### src/rtl/rf_wb_arbiter.sv
// rf_wb_arbiter: two-source register-file writeback arbiter (s0 ALU priority, s1 load starvation guard), registered write port; ports clk/rst, s0_*/s1_* valid-ready requests, rf_we/rf_waddr/rf_wdata, starve_o; optional RF_WB_BYPASS_EN adds raddr1/2, rf_rdata1/2, byp_rdata1/2
module rf_wb_arbiter #(
  parameter int AW       = 5,
  parameter int DW       = 32,
  parameter int MAX_WAIT = 3
) (
  input  logic          clk,
  input  logic          rst,
  input  logic          s0_valid,
  output logic          s0_ready,
  input  logic [AW-1:0] s0_addr,
  input  logic [DW-1:0] s0_data,
  input  logic          s1_valid,
  output logic          s1_ready,
  input  logic [AW-1:0] s1_addr,
  input  logic [DW-1:0] s1_data,
  output logic          rf_we,
  output logic [AW-1:0] rf_waddr,
  output logic [DW-1:0] rf_wdata,
  output logic          starve_o
`ifdef RF_WB_BYPASS_EN
  ,
  input  logic [AW-1:0] raddr1,
  input  logic [AW-1:0] raddr2,
  input  logic [DW-1:0] rf_rdata1,
  input  logic [DW-1:0] rf_rdata2,
  output logic [DW-1:0] byp_rdata1,
  output logic [DW-1:0] byp_rdata2
`endif
);
  localparam int CW = MAX_WAIT < 1 ? 1 : $clog2(MAX_WAIT + 1);
  localparam logic [CW-1:0] MAXC = CW'(MAX_WAIT);
  logic [CW-1:0] wait_cnt_q, wait_cnt_d;
  logic          force_1, grant_0, grant_1, accept;
  logic [AW-1:0] win_addr, rf_waddr_q, rf_waddr_d;
  logic [DW-1:0] win_data, rf_wdata_q, rf_wdata_d;
  logic          rf_we_q, rf_we_d;
  always_comb begin
    force_1    = wait_cnt_q >= MAXC;
    grant_1    = !rst && s1_valid && (!s0_valid || force_1);
    grant_0    = !rst && s0_valid && !grant_1;
    starve_o   = !rst && s0_valid && s1_valid && force_1;
    accept     = grant_0 || grant_1;
    win_addr   = grant_1 ? s1_addr : s0_addr;
    win_data   = grant_1 ? s1_data : s0_data;
    wait_cnt_d = (rst || !s1_valid || grant_1) ? '0 :
                 (wait_cnt_q == MAXC) ? wait_cnt_q : wait_cnt_q + 1'b1;
    rf_we_d    = accept && win_addr != '0;
    rf_waddr_d = rst ? '0 : accept ? win_addr : rf_waddr_q;
    rf_wdata_d = rst ? '0 : accept ? win_data : rf_wdata_q;
  end
  always_ff @(posedge clk) begin
    wait_cnt_q <= wait_cnt_d;
    rf_we_q    <= rf_we_d;
    rf_waddr_q <= rf_waddr_d;
    rf_wdata_q <= rf_wdata_d;
  end
  assign s0_ready = grant_0;
  assign s1_ready = grant_1;
  assign rf_we    = rf_we_q;
  assign rf_waddr = rf_waddr_q;
  assign rf_wdata = rf_wdata_q;
`ifdef RF_WB_BYPASS_EN
  always_comb begin
    byp_rdata1 = (rf_we_q && rf_waddr_q == raddr1 && raddr1 != '0) ? rf_wdata_q : rf_rdata1;
    byp_rdata2 = (rf_we_q && rf_waddr_q == raddr2 && raddr2 != '0) ? rf_wdata_q : rf_rdata2;
  end
`endif
endmodule
### config.mk
export PLATFORM = sky130hd
export DESIGN_NAME = rf_wb_arbiter
export DESIGN_NICKNAME = d
export VERILOG_FILES = /design/src/rtl/rf_wb_arbiter.sv
export SDC_FILE = /design/constraint.sdc
export NUM_CORES = 1
export LEC_CHECK = 0
export CELL_PAD_IN_SITES_DETAIL_PLACEMENT = 1
export CELL_PAD_IN_SITES_GLOBAL_PLACEMENT = 2
export CORE_AREA = 2 2 123 89
export DETAILED_ROUTE_END_ITERATION = 7
export DIE_AREA = 0 0 125 91
export PLACE_DENSITY_LB_ADDON = 0.1
export SLEW_MARGIN = 20
export SYNTH_ARGS = -nofsm -noshare
export SYNTH_HDL_FRONTEND = slang
export SYNTH_SLANG_ARGS = --single-unit
### constraint.sdc
create_clock -name clk -period 1.6 [get_ports clk]
set_clock_uncertainty 0.05 [all_clocks]
set_input_delay 0.4 -clock clk [delete_from_list [all_inputs] [get_ports clk]]
set_output_delay 0.4 -clock clk [all_outputs]
set_load 0.02 [all_outputs]
## After elaboration in Yosys (flattened, before gate mapping)

Cells that the tools add are included.

- Add/subtract/negate cells: 1
- $lt $le $gt $ge: 1
- Equal/unequal tests: 1
- Multiplexer cells: 2
- Reduce and logical (&&, ||, !) cells: 16

Operators with widths:

| operator | count |
|---|---|
| $mux W32 | 1 |
| $logic_and A1 B1 Y1 | 7 |
| $mux W5 | 1 |
| $reduce_bool A5 Y1 | 1 |
| $logic_not A1 Y1 | 4 |
| $logic_or A1 B1 Y1 | 4 |
| $add A2 B1 Y2 const B | 1 |
| $eq A2 B2 Y1 const B | 1 |
| $ge A2 B2 Y1 const B | 1 |

- Flip-flop bits (word level): 40
- Input bits: 78
- Output and inout port bits: 41
- Logic and storage cells: 25

## Longest topological paths before layout

- Depth after elaboration: 7
- Gate-level depth with buffers: 6
- Mapped depth without buffers: 4

## Worst setup path after synthesis

No wires, ideal clock.

- Path kind: reg-to-output
- From: reg wait_cnt_q[0]
- To: out s1_ready
- Arrival: 1281 ps
- Data required time: 1150 ps
- Slack: -131 ps
- Stages on the path, launching flop included: 6
- Path buffers: 2
- Cells stage by stage: dfxtp_1 > ha_1 > and2b_1 > buf_4 > buf_4 > nor2_1

- Cells in the longest elaborated chain, start to end: 3

Ends and longest elaborated chain:

| item | line | RTL |
|---|---|---|
| from (decl) | 33 | `logic [CW-1:0] wait_cnt_q, wait_cnt_d;` |
| from (signal assigned) | 53 | `wait_cnt_q <= wait_cnt_d;` |
| $ge A2 B2 Y1 | 39 | `force_1 = wait_cnt_q >= MAXC;` |
| $logic_or A1 B1 Y1 | 40 | `grant_1 = !rst && s1_valid && (!s0_valid \|\| force_1);` |
| $logic_and A1 B1 Y1 | 40 |  |
| to (decl) | 14 | `output logic s1_ready,` |

No other way between the ends.

## Worst setup path after layout

Ends and elaborated chain as after synthesis.

==> summary.md <==
| Metric | Value |
|---|---|
| I/O pin total | 119 |
| Peak supply drop | 0.3633 mV |
| Fin nets | 434 |
| Clk network pwr share | 0.352 |
| Post-DP HPWL | 5576 um |
| CTS Root Cell | clkbuf_16 |
| Final Util | 0.3489 |
| Drt wl/cell | 16.86 um |
| Area growth from synthesis to layout | 78.35% |
| Register area | 803.3 um2 |
| CTS tree | yes |
| Worst-Margin Slew | 0.3608 ns |
| # setup viols final | 4 |
| Initial antenna violation count | 0 |
| Synth top area share | 0.4028 |
| Post-synthesis cell area | 1988 um2 |
| Clock sinks | 40 |
| # fillers | 1180 |
| FMAX | 592.6 MHz |
| Die span in x | 125 um |
| Crit path max-delay family | flip-flops |
| Post-synth EDFFs | 0 |
| Failing checks | negative setup slack |
| Final Hold Fails | 0 |
| Sequential area share after synthesis | 0.4028 |
| Grt total ovfl | 0 |
| DRC | 0 |
| Core area | 10160 um2 |
| NetSw | 809.7 uW |
| PwrDens | 814.8 nW/um2 |
| Routed via count | 2315 |
| Vias per std cell | 4.744 |
| Part of the cycle the worst path needs | 1.055 |
| Clk slew on worst S/H paths | 0.06 ns |
| Hold Crit Class | reg -> reg |
| Pre-antenna DRT Iters | 4 |
| Post-synthesis cell count | 236 |
| Routed Antenna Nets | 0 |
| Status | complete, but fails checks |
| Slew Limit Fails | 0 |
| Clock buffer depth | 2 |
| Global-route usage over all layers | 0.1425 |
| Synth cell types | 26 |
| Vias in the first global route | 2391 |
| GPL Wtd Cong | 0.7198 |
| Multi-input logic area | 1055 um2 |
| Worst-Skew Late Latency | 0.27 ns |
| Post-Route WL | 8227 um |
| Syn. warnings | 0 |
| Rows | 31 |
| RSZ-0062 raised after global routing | yes |
| CTS H-tree lvls | 2 |
| Crit path max fanout | 3 |
| Crit end category | primary output |
| Die Height | 91 um |
| Num CTS Buffers | 5 |
| Ys flop type | dfxtp_1 |
| Setup TNS | -0.1359 ns |
| Seq cells post-synth | 40 |
| Data required time of the critical path | 1.15 ns |
| Critical path type | reg -> out |
| Slowest CP cell | dfxtp_2 |
| Diode count | 0 |
| Crit path buf inv count | 1 |
| Max-cap violations | 0 |
| Worst path cell trace | ha_4 > and2b_2 > nor2_4 > buf_6 |
| Port bufs | 118 |
| Reg power frac | 0.384 |
| Share of post-route cells with drive strength above 1 | 0.1461 |
| Post-synth top cells | dfxtp_1, nor2_1, nand3_1 |
| Largest net degree at the start of global routing | 39 |
| Leakage | 1.368 nW |
| Combinational power share | 0.263 |
| Die Area | 11380 um2 |
| Ys async rst share | 0 |
| Crit start category | flop |
| Arrival @ worst endpoint | 1.24 ns |
| Internal power | 2.079 mW |
| Wire length of the first global-routing pass | 13000 um |
| Final WS setup | -0.08740 ns |
| Post-Syn Nets | 315 |
| Hold buffers post-CTS | 0 |
| Iter 0 DRT Violations | 96 |
| Worst slew margin | 0.7594 |
| Most common cell in the netlist | dfxtp_1 |
| Sw Ratio | 0.2803 |
| Minimum clock period | 1.687 ns |
| Area contributors post-synth | dfxtp_1, a311oi_1, nand3_1 |
| Cell accounting for the most synthesized area | dfxtp_1 |
| Crit-path max cell delay | 0.35 ns |
| Avg Inst Size Synth | 8.424 um2 |
| Starting Density | 0.1956 |
sequential cells by signal, summed over array words and instances, names as in the netlist:
name and cells:
rf_wdata 32, rf_waddr 5, rf_we 1, wait_cnt_q 2
final timing paths:
path / startpoint / endpoint / slack, ns / cells after the start
max: wait_cnt_q[0] / s1_ready / -0.09 / 4
min reg2reg: rf_waddr[4] / rf_waddr[4] / 0.42 / 2
max reg2reg: wait_cnt_q[0] / rf_wdata[11] / -0.03 / 5
min: rf_waddr[4] / rf_waddr[4] / 0.42 / 2
metrics by stage:
step / setup slack (ns) / hold slack, ns / cells / power [mW] / instance area (um2)
6_report: -0.08740 / 0.4174 / 488 / 2.889 / 3546
5_1_grt: -0.1357 / 0.4516 / 488 / 3.045 / 3546
4_1_cts: -0.09872 / 0.4016 / 487 / 2.943 / 3535
3_5_place_dp: -0.7185 / 0.3910 / 479 / 1.950 / 3408
3_3_place_gp: -0.7071 / 0.3715 / 479 / 1.946 / 3408
2_1_floorplan: -0.003155 / 0.3580 / 236 / 1.492 / 2004
power groups by stage:
stage / Sequential, mW / Clock [mW] / Combinational, mW
6_report: 1.11 / 1.02 / 0.761
5_1_grt: 1.12 / 1.10 / 0.822
4_1_cts: 1.11 / 1.06 / 0.769
3_5_place_dp: 1.13 / 0 / 0.816
3_3_place_gp: 1.13 / 0 / 0.813
2_1_floorplan: 1.22 / 0 / 0.268
cell families (layout without fill, tap and decap cells):
group / Yosys count / in the layout / share of synthesized area
flip-flops: 40 / 40 / 0.4028
buffers and inverters: 29 / 149 / 0.08936
AO/OA/AOI/OAI: 78 / 78 / 0.2970
adder cells (fa/ha/maj): 1 / 1 / 0.006292
AND/OR/NAND/NOR: 88 / 88 / 0.2045
worst min-delay path: stages (launching register included):
cell and delay (ns):
dfxtp_1 0.31, nand2_1 0.05, a21oi_1 0.06
metal layers:
metal	track usage	vias to the layer above	part of all wire
met5	0	-	0
met4	0.03611	0	0.0046
met3	0.03889	2	0.061
met2	0.2160	76	0.43
met1	0.1999	1115	0.50
li1	-	1122	-
cell usage in the layout (no fill, tap or decap), types with 2 or more instances in the layout:
| master | n |
|---|---|
| buf_4 | 16 |
| o21ai_1 | 19 |
| a311oi_1 | 28 |
| clkbuf_1 | 2 |
| clkbuf_16 | 5 |
| dfxtp_2 | 2 |
| o21ai_0 | 17 |
| nor2_1 | 37 |
| nand2_1 | 2 |
| dfxtp_1 | 38 |
| or4_1 | 2 |
| buf_12 | 5 |
| nand3_1 | 36 |
| nand2b_2 | 2 |
| dlygate4sd2_1 | 40 |
| a311oi_2 | 8 |
| a21oi_1 | 2 |
| clkdlybuf4s50_1 | 74 |
| buf_6 | 4 |
| nor3_1 | 2 |
cell type report:
cell class / instances / area share
well taps: 132 / 0.04658
repair buffers: 141 / 0.3881
multi-input cells: 167 / 0.2975
flip-flops and latches: 40 / 0.2265
clock buffers: 8 / 0.04128
what timing repair did:
item	in CTS	in global routing
pin swaps	2	0
setup endpoints to repair	79	40
gates resized for setup	66	1
gates cloned	0	0
buffers inserted	0	1
No activity file was read; power rests on OpenSTA's default activity.
